--- src/rtl/calc_engine_if.sv ---
// ============================================================================
//  Module      : calc_engine_if
//  Description : Keypad-to-calculator link. The keypad side (master) issues a
//                one-cycle newkey strobe with a 5-bit keycode; the calculator
//                side (slave) returns the display value, overflow flag and
//                multiply-busy indication.
//  Signals     : newkey  - key strobe, keycode valid while high
//                keycode - 5-bit key code
//                display - 16-bit value for the 4-digit hex display
//                ovf     - overflow of the most recent completed operation
//                busy    - high while a multiply is running
//  Revision    : 1.0 - initial release
// ============================================================================
`default_nettype none

interface calc_engine_if;
  logic        newkey;
  logic [4:0]  keycode;
  logic [15:0] display;
  logic        ovf;
  logic        busy;

  modport master (output newkey, keycode, input display, ovf, busy);
  modport slave  (input newkey, keycode, output display, ovf, busy);
endinterface

`default_nettype wire

--- src/rtl/calc_engine.sv ---
// ============================================================================
//  Module      : calc_engine
//  Description : 16-bit unsigned hex calculator. Accepts digit / editing /
//                operator keys, chains operators left to right, adds and
//                subtracts in one cycle and multiplies with a 16-cycle
//                shift-add sequence.
//  Ports       : clk - system clock
//                rst - asynchronous active-high reset
//                bus - calc_engine_if.slave (newkey, keycode in;
//                      display, ovf, busy out)
//  Revision    : 1.0 - initial release
// ============================================================================
`default_nettype none

module calc_engine (
  input  wire logic     clk,
  input  wire logic     rst,
  calc_engine_if.slave  bus
);

  typedef enum logic [0:0] {
    S_IDLE = 1'b0,
    S_MUL  = 1'b1
  } state_t;

  // Operator encodings line up with the low two bits of the operator keycodes.
  localparam logic [1:0] c_OP_NONE = 2'd0;
  localparam logic [1:0] c_OP_ADD  = 2'd1;
  localparam logic [1:0] c_OP_SUB  = 2'd2;
  localparam logic [1:0] c_OP_MUL  = 2'd3;

  localparam logic [4:0] c_K_ADD       = 5'b00001;
  localparam logic [4:0] c_K_SUB       = 5'b00010;
  localparam logic [4:0] c_K_MUL       = 5'b00011;
  localparam logic [4:0] c_K_EQ        = 5'b00100;
  localparam logic [4:0] c_K_CLR_ALL   = 5'b01001;
  localparam logic [4:0] c_K_CLR_ENTRY = 5'b01010;
  localparam logic [4:0] c_K_BKSP      = 5'b01011;
  localparam logic [4:0] c_K_NEG       = 5'b01100;

  state_t      r_state,   w_state;
  logic [15:0] r_acc,     w_acc;
  logic [15:0] r_entry,   w_entry;
  logic [1:0]  r_pend_op, w_pend_op;
  logic [1:0]  r_next_op, w_next_op;
  logic        r_fresh,   w_fresh;
  logic [2:0]  r_cnt,     w_cnt;
  logic        r_ovf,     w_ovf;
  logic [31:0] r_prod,    w_prod;
  logic [31:0] r_mcand,   w_mcand;
  logic [15:0] r_mplier,  w_mplier;
  logic [3:0]  r_iter,    w_iter;

  logic [16:0] w_sum;
  logic [16:0] w_diff;
  logic [15:0] w_alu_r;
  logic        w_alu_ovf;
  logic [31:0] w_prod_step;
  logic [1:0]  w_new_op;

  // Single-cycle add/sub; the 17th bit is carry for add, borrow for sub.
  assign w_sum     = {1'b0, r_acc} + {1'b0, r_entry};
  assign w_diff    = {1'b0, r_acc} - {1'b0, r_entry};
  assign w_alu_r   = (r_pend_op == c_OP_SUB) ? w_diff[15:0] : w_sum[15:0];
  assign w_alu_ovf = (r_pend_op == c_OP_SUB) ? w_diff[16]   : w_sum[16];

  // One shift-add iteration: accumulate the shifted multiplicand when the
  // current multiplier LSB is set.
  assign w_prod_step = r_prod + (r_mplier[0] ? r_mcand : 32'd0);

  // Equals carries no follow-on operator.
  assign w_new_op = (bus.keycode == c_K_EQ) ? c_OP_NONE : bus.keycode[1:0];

  always_ff @(posedge clk or posedge rst) begin
    if (rst) begin
      r_state   <= S_IDLE;
      r_acc     <= 16'h0000;
      r_entry   <= 16'h0000;
      r_pend_op <= c_OP_NONE;
      r_next_op <= c_OP_NONE;
      r_fresh   <= 1'b0;
      r_cnt     <= 3'd0;
      r_ovf     <= 1'b0;
      r_prod    <= 32'd0;
      r_mcand   <= 32'd0;
      r_mplier  <= 16'h0000;
      r_iter    <= 4'd0;
    end else begin
      r_state   <= w_state;
      r_acc     <= w_acc;
      r_entry   <= w_entry;
      r_pend_op <= w_pend_op;
      r_next_op <= w_next_op;
      r_fresh   <= w_fresh;
      r_cnt     <= w_cnt;
      r_ovf     <= w_ovf;
      r_prod    <= w_prod;
      r_mcand   <= w_mcand;
      r_mplier  <= w_mplier;
      r_iter    <= w_iter;
    end
  end

  always_comb begin
    w_state   = r_state;
    w_acc     = r_acc;
    w_entry   = r_entry;
    w_pend_op = r_pend_op;
    w_next_op = r_next_op;
    w_fresh   = r_fresh;
    w_cnt     = r_cnt;
    w_ovf     = r_ovf;
    w_prod    = r_prod;
    w_mcand   = r_mcand;
    w_mplier  = r_mplier;
    w_iter    = r_iter;

    if (bus.newkey && (bus.keycode == c_K_CLR_ALL)) begin
      // Clear all wins in every state and abandons any multiply in flight.
      w_state   = S_IDLE;
      w_acc     = 16'h0000;
      w_entry   = 16'h0000;
      w_pend_op = c_OP_NONE;
      w_next_op = c_OP_NONE;
      w_fresh   = 1'b0;
      w_cnt     = 3'd0;
      w_ovf     = 1'b0;
      w_prod    = 32'd0;
      w_mcand   = 32'd0;
      w_mplier  = 16'h0000;
      w_iter    = 4'd0;
    end else begin
      case (r_state)
        S_IDLE: begin
          if (bus.newkey) begin
            if (bus.keycode[4]) begin
              if (r_fresh) begin
                w_entry = {12'h000, bus.keycode[3:0]};
                w_cnt   = 3'd1;
                w_fresh = 1'b0;
              end else if (r_cnt < 3'd4) begin
                w_entry = {r_entry[11:0], bus.keycode[3:0]};
                w_cnt   = r_cnt + 3'd1;
              end
            end else begin
              case (bus.keycode)
                c_K_CLR_ENTRY: begin
                  w_entry = 16'h0000;
                  w_cnt   = 3'd0;
                  w_fresh = 1'b0;
                end
                c_K_BKSP: begin
                  if (!r_fresh) begin
                    w_entry = r_entry >> 4;
                    if (r_cnt != 3'd0) w_cnt = r_cnt - 3'd1;
                  end
                end
                c_K_NEG: w_entry = ~r_entry + 16'd1;
                c_K_ADD, c_K_SUB, c_K_MUL, c_K_EQ: begin
                  if ((bus.keycode != c_K_EQ) && r_fresh && (r_pend_op != c_OP_NONE)) begin
                    // Operator typed twice in a row: just swap the operator.
                    w_pend_op = w_new_op;
                  end else if (r_pend_op == c_OP_NONE) begin
                    w_fresh = 1'b1;
                    if (bus.keycode != c_K_EQ) begin
                      w_acc     = r_entry;
                      w_pend_op = w_new_op;
                    end
                  end else if (r_pend_op == c_OP_MUL) begin
                    w_state   = S_MUL;
                    w_next_op = w_new_op;
                    w_prod    = 32'd0;
                    w_mcand   = {16'h0000, r_acc};
                    w_mplier  = r_entry;
                    w_iter    = 4'd0;
                  end else begin
                    w_acc     = w_alu_r;
                    w_entry   = w_alu_r;
                    w_pend_op = w_new_op;
                    w_fresh   = 1'b1;
                    w_ovf     = w_alu_ovf;
                  end
                end
                default: ;
              endcase
            end
          end
        end

        S_MUL: begin
          // Other keys are dropped while multiplying.
          w_prod   = w_prod_step;
          w_mcand  = r_mcand << 1;
          w_mplier = r_mplier >> 1;
          w_iter   = r_iter + 4'd1;
          if (r_iter == 4'd15) begin
            w_state   = S_IDLE;
            w_acc     = w_prod_step[15:0];
            w_entry   = w_prod_step[15:0];
            w_ovf     = |w_prod_step[31:16];
            w_pend_op = r_next_op;
            w_fresh   = 1'b1;
          end
        end

        default: w_state = S_IDLE;
      endcase
    end
  end

  assign bus.display = r_entry;
  assign bus.ovf     = r_ovf;
  assign bus.busy    = (r_state == S_MUL);

endmodule

`default_nettype wire

--- src/flat_wrapper.sv ---
// flat-port wrapper written by rule: the top's interface ports become plain ports
module calc_engine_flat 
  (clk, rst, bus_newkey, bus_keycode, bus_display, bus_ovf, bus_busy);
  calc_engine_if bus_i ();
  input  wire logic clk;
  input  wire logic rst;
  input wire logic [$bits(bus_i.newkey)-1:0] bus_newkey;
  input wire logic [$bits(bus_i.keycode)-1:0] bus_keycode;
  output wire logic [$bits(bus_i.display)-1:0] bus_display;
  output wire logic [$bits(bus_i.ovf)-1:0] bus_ovf;
  output wire logic [$bits(bus_i.busy)-1:0] bus_busy;
  assign bus_i.newkey = bus_newkey;
  assign bus_i.keycode = bus_keycode;
  assign bus_display = bus_i.display;
  assign bus_ovf = bus_i.ovf;
  assign bus_busy = bus_i.busy;
  calc_engine u_core (.clk(clk), .rst(rst), .bus(bus_i));
endmodule
--- config.mk ---
export PLATFORM = sky130hd
export DESIGN_NAME = calc_engine_flat
export DESIGN_NICKNAME = d
export VERILOG_FILES = /design/src/rtl/calc_engine_if.sv /design/src/rtl/calc_engine.sv /design/src/flat_wrapper.sv
export SDC_FILE = /design/constraint.sdc
export NUM_CORES = 1
export LEC_CHECK = 0
export ABC_AREA = 1
export BUFFER_PORTS_ARGS = -buffer_cell sky130_fd_sc_hd__clkbuf_2
export CORE_ASPECT_RATIO = 0.7
export CORE_MARGIN = 2
export CORE_UTILIZATION = 54
export DETAILED_ROUTE_END_ITERATION = 8
export HOLD_SLACK_MARGIN = 0.12
export PLACE_DENSITY = 0.7
export SLEW_MARGIN = 20
export SYNTH_ARGS = -nofsm -noshare
export SYNTH_HDL_FRONTEND = slang
export SYNTH_SLANG_ARGS = --single-unit
--- constraint.sdc ---
create_clock -name clk -period 5 [get_ports clk]
set_input_delay 1.25 -clock clk [delete_from_list [all_inputs] [get_ports clk]]
set_output_delay 1.25 -clock clk [all_outputs]
set_load 0.1 [all_outputs]
* Word-level counts from Yosys, hierarchy flattened *
Index checks and enable logic that the tools add are counted.

cells by class
  bitwise operators = 2
  mux-type cells = 110
  magnitude comparators = 1
  shift-type cells = 0
  equal/unequal tests = 39
  divide/modulo/power cells = 0
  reduce and logical (&&, ||, !) cells = 20
  multiply operators = 0
  $add $sub $neg = 7

operators with widths
  kind                   number
  $mux 32                15
  $mux 16                25
  $pmux 32 s2            2
  $pmux 16 s2            3
  $pmux 16 s4            1
  $mux 2                 18
  $add 32x32->32         1
  $mux 4                 7
  $mux 1                 24
  $mux 3                 8
  $reduce_and 7->1       3
  $eq 5x4->1 const B     4
  $ne 5x4->1 const B     4
  $ne 3x2->1 const B     6
  $reduce_and 6->1       3
  $add 16x16->17         1
  $sub 16x16->17         1
  $add 16x1->16 const B  1
  $not 16->16            1
  $reduce_or 16->1       1
  $ne 5x2->1 const B     3
  $ne 4x2->1 const B     3
  $eq 5x2->1 const B     2
  $pmux 1 s2             4
  30 further kinds       38

word-level totals
  flip-flop bits (word level) = 126
  bits in latches = 0
  input bits = 8
  memory bits (writable) = 0
  memories kept = 0
  logic and storage cells = 191
  memory bits (read-only) = 0

* Longest topological paths before layout *
Gate-level depths: netlist of run 1.

  depth in word-level cells = 10
  gate-level depth with buffers = 23
  gate-level depth less buffers = 21

* Worst setup path after synthesis of run 1 *
Ideal clock, no wire load.

  kind = reg-to-reg
  start point = register u_core.r_entry[7], in the netlist u_core.bus.display[7]
  end point = register u_core.r_entry[8], in the netlist u_core.bus.display[8]
  clock period less this slack = 2.910 ns
  setup time = 0.126 ns
  data arrival time = 2.784 ns
  required time = 4.874 ns
  stages on the path, launching flop included = 16
  path slack = 2.090 ns
  cell sequence = dfrtp_1 > inv_1 > ha_1 > clkbuf_1 > inv_1 > nand2_1 > nor2_1 > nor2_1 > nand2_1 > nand2_1 > o21ai_0 > or2_2 > nand3_1 > nand2_1 > nor2_1 > o21ai_1

between the ends
  longest elaborated chain between the ends = 10

RTL lines
  item                                                     line                                  text
  from (decl)                                              calc_engine.sv:43                     logic [15:0] r_entry, w_entry;
  from (signal assigned)                                   calc_engine.sv:91                     r_entry <= w_entry;
  $add 16x16->17 / $sub 16x16->17 (equally long branches)  calc_engine.sv:62, calc_engine.sv:63
  $mux 16                                                  calc_engine.sv:64                     assign w_alu_r = (r_pend_op == c_OP_SUB) ? w_diff[15:0] : w_sum[15:0];
  $mux 16                                                  calc_engine.sv:169                    end else if (r_pend_op == c_OP_MUL) begin
  $mux 16                                                  calc_engine.sv:163                    end else if (r_pend_op == c_OP_NONE) begin
  $mux 16                                                  calc_engine.sv:160                    if ((bus.keycode != c_K_EQ) && r_fresh && (r_pend_op != c_OP_NONE)) begin
  $pmux 16 s4 *                                            calc_engine.sv:146                    case (bus.keycode)
  $mux 16 *                                                calc_engine.sv:136                    if (bus.keycode[4]) begin
  $mux 16 *                                                calc_engine.sv:135                    if (bus.newkey) begin
  $pmux 16 s2 *                                            calc_engine.sv:133                    case (r_state)
  $mux 16 *                                                calc_engine.sv:118                    if (bus.newkey && (bus.keycode == c_K_CLR_ALL)) begin

Every way passes the cells marked *; elsewhere a longest branch is shown, timed or not. The select of a mux whose other input is x is not followed.
A chain may end at the register's enable or synchronous reset.

* Worst setup path after layout of run 1 *
  start point = input port bus_keycode[4]
  end point = register u_core.r_mcand[5]

between the ends
  longest elaborated chain between the ends = 5

RTL lines
  item                             line                text
  from (decl)                      flat_wrapper.sv:8   input wire logic [$bits(bus_i.keycode)-1:0] bus_keycode;
  $ne 5x3->1                       calc_engine.sv:160
  $logic_and 1x1->1 (2 in series)  calc_engine.sv:160
  $ne 3x2->1 (no line)             n/a
  $reduce_and 6->1 (no line)       n/a
  to (signal assigned)             calc_engine.sv:98   r_mcand <= w_mcand;
  to (decl)                        calc_engine.sv:50   logic [31:0] r_mcand, w_mcand;

Several ways; a longest one is shown, not always the timed one.

==> metrics.txt, run 1 <==
post-synthesis adder-cell area fraction=under 10%; Reg2Reg Depth=11; Worst Hold Depth=2; Setup Fix Bufs, Post-CTS=0; GRT Util Overall=between 30% and 40%; number of placement rows=between 40 and 50; Worst-path clk slew=approximately 0.060 ns; Synth Warn #=0; cell taking the most area after synthesis=dfrtp_1; f_max=approximately 0.26 GHz; reg2reg start=u_core.bus.busy$_DFF_PP0_; WP data required=~5.3 ns; dpl hpwl=~29000 um; Root Driver=clkbuf_16; Tmin final=3.90 ns; Worst-Skew Late Latency=0.44 ns; share of Yosys cell area claimed by the top area cell type=between 20% and 30%; Compound-Gate Fraction of Synth Area=between 15 and 20%; Rel. slew slack=a little under a third; core area=19700 um2; Ports=26; total CTS buffers=17; initial antenna violation count=0; Worst Min Path Start=u_core.r_prod[0]$_DFFE_PP0P_; Worst Hold Endpoint=u_core.r_prod[0]$_DFFE_PP0P_; RSZ-0062 raised after global routing=false; Layout area overhead=8.96%; Tightest Pin Transition=1.05 ns; die area=roughly 21000 um2; Post-synth EDFFs=0; fin crit share=78.0%; remaining global-route overflow=0; status=complete, no violations; Final Hold Fails=0; Netlist cell types=51; Placement Setup Slack=a little under 0.8 ns; DR WL/cell=~20 um; Detailed Route WL=38100 um; Detailed Routing Iterations Pass 1=8; mux share of post-synthesis cell area=0.209%; Hold-fix buffers, CTS=0; CTS resizes=0; most frequent cells after synthesis=nand2_1, inv_1, dfrtp_1; initial core utilization=about 55%; Final Max Slew Viols=0; DRC=0; flop-to-flop setup slack=approximately 1.5 ns; Port Buf Inserts=25; Die Wd=~170 um; htree depth=4; CP max FO=40; Via density=about 5.8; Vias=between 10000 and 15000; Mapped Area=about 11000 um2; Worst setup SP type=primary input; Post-Syn Nets=1739; Sink Count=roughly 130; max-cap violations=0; setup TNS=0 ns; clk_skew=0.00781 ns; post-synthesis simple-gate area fraction=a little under a third; nets=roughly 1700; largest net degree at the start of global routing=79; most numerous cell in the Yosys netlist=nand2_1; worst path arrival time=roughly 4.2 ns; synth top area cells=dfrtp_1, nand2_1, inv_1; largest family of logic cells by synthesized area=simple AND/OR/NAND/NOR gates; Synth Area in XOR/XNOR=under 10%; sequential share of the synthesized area=between 20% and 30%; r2r endpoint=u_core.r_mcand[5]$_DFFE_PP0P_; Final WS setup=~1.1 ns; Die H=about 120 um; asr flop ratio synth=between 90% and 100%; layout cells sized above 1=6.19%; first-pass GRT wire length=slightly below 60000 um; # setup viols final=0; syn avg cell area=roughly 6.5 um2; final antenna-violating net count=0; critical path class=in2reg; DRT iter0 DRCs=1528; Hold Path Class=reg2reg; #FFs+latches synth=roughly 130; Crit. End Element=flip-flop; top_reg_cell synth=dfrtp_1; Mapped Cells=between 1500 and 2000; CTS tree=built; gp weighted congestion=between 1 and 1.5; vias in the first global route=between 9000 and 10000; Clock Path Buffers=2
==> layout by cell type, fill, tap and decap left out, types with 19 or more instances in the layout <==
cell | Yosys | layout
inv_1 | 273 | 272
nand4_1 | 21 | 21
nand3_1 | 109 | 109
nand2_1 | 511 | 511
nor2_1 | 125 | 125
dfrtp_1 | 126 | 126
xor2_1 | 19 | 19
a21oi_1 | 76 | 76
o22ai_1 | 25 | 25
o21ai_0 | 96 | 96
clkbuf_2 | 0 | 25
ha_1 | 68 | 68
==> critical path, stage by stage <==
cell and delay (ns):
clkbuf_2 0.16, inv_2 0.28, nand4_1 0.23, nand2_2 0.41, inv_1 0.26, o21ai_1 0.20, nand2_2 0.29, inv_2 0.62
buf_4 0.33, nand3_1 0.10, o221ai_1 0.10
==> worst max-delay path by stage <==
| stage | cells past startpoint | startpoint | slack [ns] | endpoint |
|---|---|---|---|---|
| 2_1_floorplan | 1 | rst | 0.39 | u_core.bus.busy$_DFF_PP0_ |
| 5_1_grt | 11 | bus_keycode[4] | 0.85 | u_core.r_mcand[5]$_DFFE_PP0P_ |
| 3_3_place_gp | 12 | bus_keycode[4] | 0.94 | u_core.r_mcand[3]$_DFFE_PP0P_ |
| 3_5_place_dp | 13 | bus_keycode[4] | 0.79 | u_core.r_mcand[3]$_DFFE_PP0P_ |
| 6_report | 11 | bus_keycode[4] | 1.10 | u_core.r_mcand[5]$_DFFE_PP0P_ |
| 4_1_cts | 11 | bus_keycode[4] | 1.18 | u_core.r_mcand[5]$_DFFE_PP0P_ |
==> metal layers <==
| layer | global-route usage [%] | wire length, um |
|---|---|---|
| met5 | 0 | 0 |
| met4 | 7.79 | 609 |
| met3 | 13.3 | 5070 |
| met2 | 46.2 | 13900 |
| met1 | 58.0 | 18500 |
==> stage by stage <==
step | instances | area [um2] | hold WS, ns | utilization [%]
floorplan | 1660 | 10800 | 0.446 | -
global placement | 1918 | 11100 | 0.462 | 56.4
finish | 1951 | 11700 | 0.492 | 59.6
CTS | 1950 | 11700 | 0.487 | 59.6
global route | 1950 | 11700 | 0.524 | 59.6
detailed placement | 1918 | 11100 | 0.471 | 56.4
==> flip-flops by register name, indices dropped and copies added, names as in the netlist, 3 cells and up <==
register / count
u_core.r_cnt: 3
u_core.r_mcand: 32
u_core.r_acc: 16
u_core.r_mplier: 16
u_core.r_prod: 32
u_core.r_iter: 4
u_core.bus.display: 16
==> cells by family (layout without fill, tap and decap cells) <==
logic type | count (synthesis) | in the layout
AND/OR/NAND/NOR | 815 | 815
buffers and inverters | 331 | 351
AO/OA/AOI/OAI | 289 | 289
flip-flops | 126 | 126
adder cells (fa/ha/maj) | 71 | 71
XOR/XNOR | 26 | 26
multiplexers | 2 | 2
other | 0 | 1
==> area by class of cell <==
class                           count  area (um2)
Antenna cell                        1        2.50
Clock buffer                       17         425
Clock inverter                     15         193
Fill cell                        1974        7960
Inverter                          283        1070
Multi-Input combinational cell   1203        6350
Sequential cell                   126        3150
Tap cell                          270         338
Timing Repair Buffer               36         208
Power of run 1 is left out: the tool's default activity adds up to more than one toggle a clock period on the data nets, which glitch-free logic cannot reach.
==> run 2: changes to the inputs <==
- clock period: 5 -> 4.08 ns (I/O delays scaled with it)
==> run 2 against run 1 <==
  * Die area unchanged
  * Worst setup slack got worse by 0.34 ns
  * Highest routed layer unchanged
  * Critical endpoint is now u_core.bus.ovf$_DFFE_PP0P_
  * Final cell count increased by 0.36%
==> metrics.txt, run 2 (same netlist as run 1, synthesis figures left out) <==
status=complete, no violations; Port Buf Inserts=25; Tightest Pin Transition=1.05 ns; initial antenna violation count=1; worst path arrival time=between 3 and 4 ns; Detailed Routing Iterations Pass 1=5; remaining global-route overflow=0; fin crit share=approximately 81%; CTS resizes=0; DRC=0; most common cell after layout, fill and taps aside=nand2_1; Crit. End Element=flip-flop; Most Frequent Cell on Critical Path=nand2_1; largest net degree at the start of global routing=60; DR WL/cell=approximately 19 um; Layout area overhead=9.62%; core area=19700 um2; cell family with most CP delay=simple AND/OR/NAND/NOR gates; Final Max Slew Viols=0; clk_skew=roughly 0.010 ns; number of placement rows=43; worst-path cell chain=buf_4, nand2_1, fa_1, inv_1, nand3_1, nand3_1, nand2_1, nand2_1, nand2_1, nand2_1, nand2_1, nand2_1, nand2_1, nand2_1, nand2_1, nor2_1, nand4_1, nand2_1, nand2_1; Die Wd=roughly 170 um; vias in the first global route=about 10000; Worst-Skew Late Latency=around 0.43 ns; Placement Cell Area=~11000 um2; die area=21100 um2; nets=1754; Worst setup SP type=flip-flop; final instance area=between 10000 and 15000 um2; flop-to-flop setup slack=0.76 ns; Final Hold Fails=0; final antenna-violating net count=0; gp weighted congestion=slightly above 1; antenna cells=0; RSZ-0062 raised after global routing=false; Vias=11400; f_max=between 0.3 and 0.4 GHz; # setup viols final=0; Clock Path Buffers=2; Hold Path Class=reg2reg; Reg2Reg Depth=19; Root Driver=clkbuf_16; Tmin final=around 3.3 ns; first-pass GRT wire length=approximately 58000 um; Detailed Route WL=37400 um; Worst-path clk slew=~0.060 ns; CTS tree=built; GRT Util Overall=a little over a third; most frequent cells in the layout=nand2_1, inv_1, dfrtp_1, nor2_1, nand3_1; worst path bufs/invs=2; CP max-delay cell=fa_1; Ports=26; max-cap violations=0; Via density=~5.8; layout cells sized above 1=6.64%; dpl hpwl=just under 30000 um; initial core utilization=54.7%; CP max stage delay=approximately 0.47 ns; total stage count of the critical path=19; Hold-fix buffers, CTS=0; biggest regs=u_core.r_mcand: 32 flops, u_core.r_prod: 32 flops; Die H=122 um; Sink Count=between 100 and 150; Critical Path Sink=u_core.bus.ovf$_DFFE_PP0P_; Setup crit start=u_core.r_mplier[0]$_DFFE_PP0P_; CP max FO=32; Rel. slew slack=between 20% and 30%; htree depth=4; DRT iter0 DRCs=between 1500 and 2000; r2r endpoint=u_core.bus.ovf$_DFFE_PP0P_; critical path class=reg2reg; setup TNS=0 ns; WP data required=between 4 and 5 ns; Setup Fix Bufs, Post-CTS=0; total CTS buffers=17; reg2reg start=u_core.r_mplier[0]$_DFFE_PP0P_
## run 2: cell types whose count changed in the layout (fill, tap and decap cells not counted)
cell,delta
diode_2,-1
bufinv_16,-1
clkinvlp_4,+2
buf_12,+3
inv_6,-1
buf_4,+5
## run 2: area by class of cell
| cell class | count | area [um2] |
|---|---|---|
| well taps | 270 | 338 |
| inverters | 283 | 1070 |
| clock buffers | 17 | 425 |
| clock inverters | 15 | 170 |
| repair buffers | 44 | 305 |
| flip-flops and latches | 126 | 3150 |
| multi-input cells | 1203 | 6350 |
| fillers | 1925 | 7880 |
## run 2: worst min path at each step
stage                                 startpoint                           end  slack [ns]  cells after the start
CTS                   u_core.bus.ovf$_DFFE_PP0P_    u_core.bus.ovf$_DFFE_PP0P_        0.48                      2
floorplan           u_core.r_prod[0]$_DFFE_PP0P_  u_core.r_prod[0]$_DFFE_PP0P_        0.45                      2
global placement    u_core.r_prod[0]$_DFFE_PP0P_  u_core.r_prod[0]$_DFFE_PP0P_        0.46                      2
detailed placement  u_core.r_prod[0]$_DFFE_PP0P_  u_core.r_prod[0]$_DFFE_PP0P_        0.46                      2
global route          u_core.bus.ovf$_DFFE_PP0P_    u_core.bus.ovf$_DFFE_PP0P_        0.51                      2
finish                u_core.bus.ovf$_DFFE_PP0P_    u_core.bus.ovf$_DFFE_PP0P_        0.48                      2
## run 2: per-stage QoR
stage / utilization, % / setup WS [ns] / cells / hold WS [ns]
2_1_floorplan: - / 1.17 / 1660 / 0.446
3_3_place_gp: 56.9 / 0.722 / 1926 / 0.462
3_5_place_dp: 56.9 / 0.615 / 1926 / 0.463
4_1_cts: 60.0 / 0.813 / 1958 / 0.484
5_1_grt: 60.0 / 0.500 / 1958 / 0.509
6_report: 60.0 / 0.761 / 1958 / 0.481
## run 2: metal layers
| metal | track usage (%) | vias up | routed length [um] |
|---|---|---|---|
| li1 | - | 5404 | - |
| met1 | 55.4 | 5328 | 17600 |
| met2 | 45.9 | 655 | 13800 |
| met3 | 13.8 | 42 | 5560 |
| met4 | 7.68 | 0 | 503 |
| met5 | 0 | - | 0 |
## run 2: worst min-delay path, delay by kind of cell (launching register included)
family	cells	cell delay, ns
flip-flops	1	0.34
AND/OR/NAND/NOR	2	0.11
Power of run 2 is left out for the same reason.
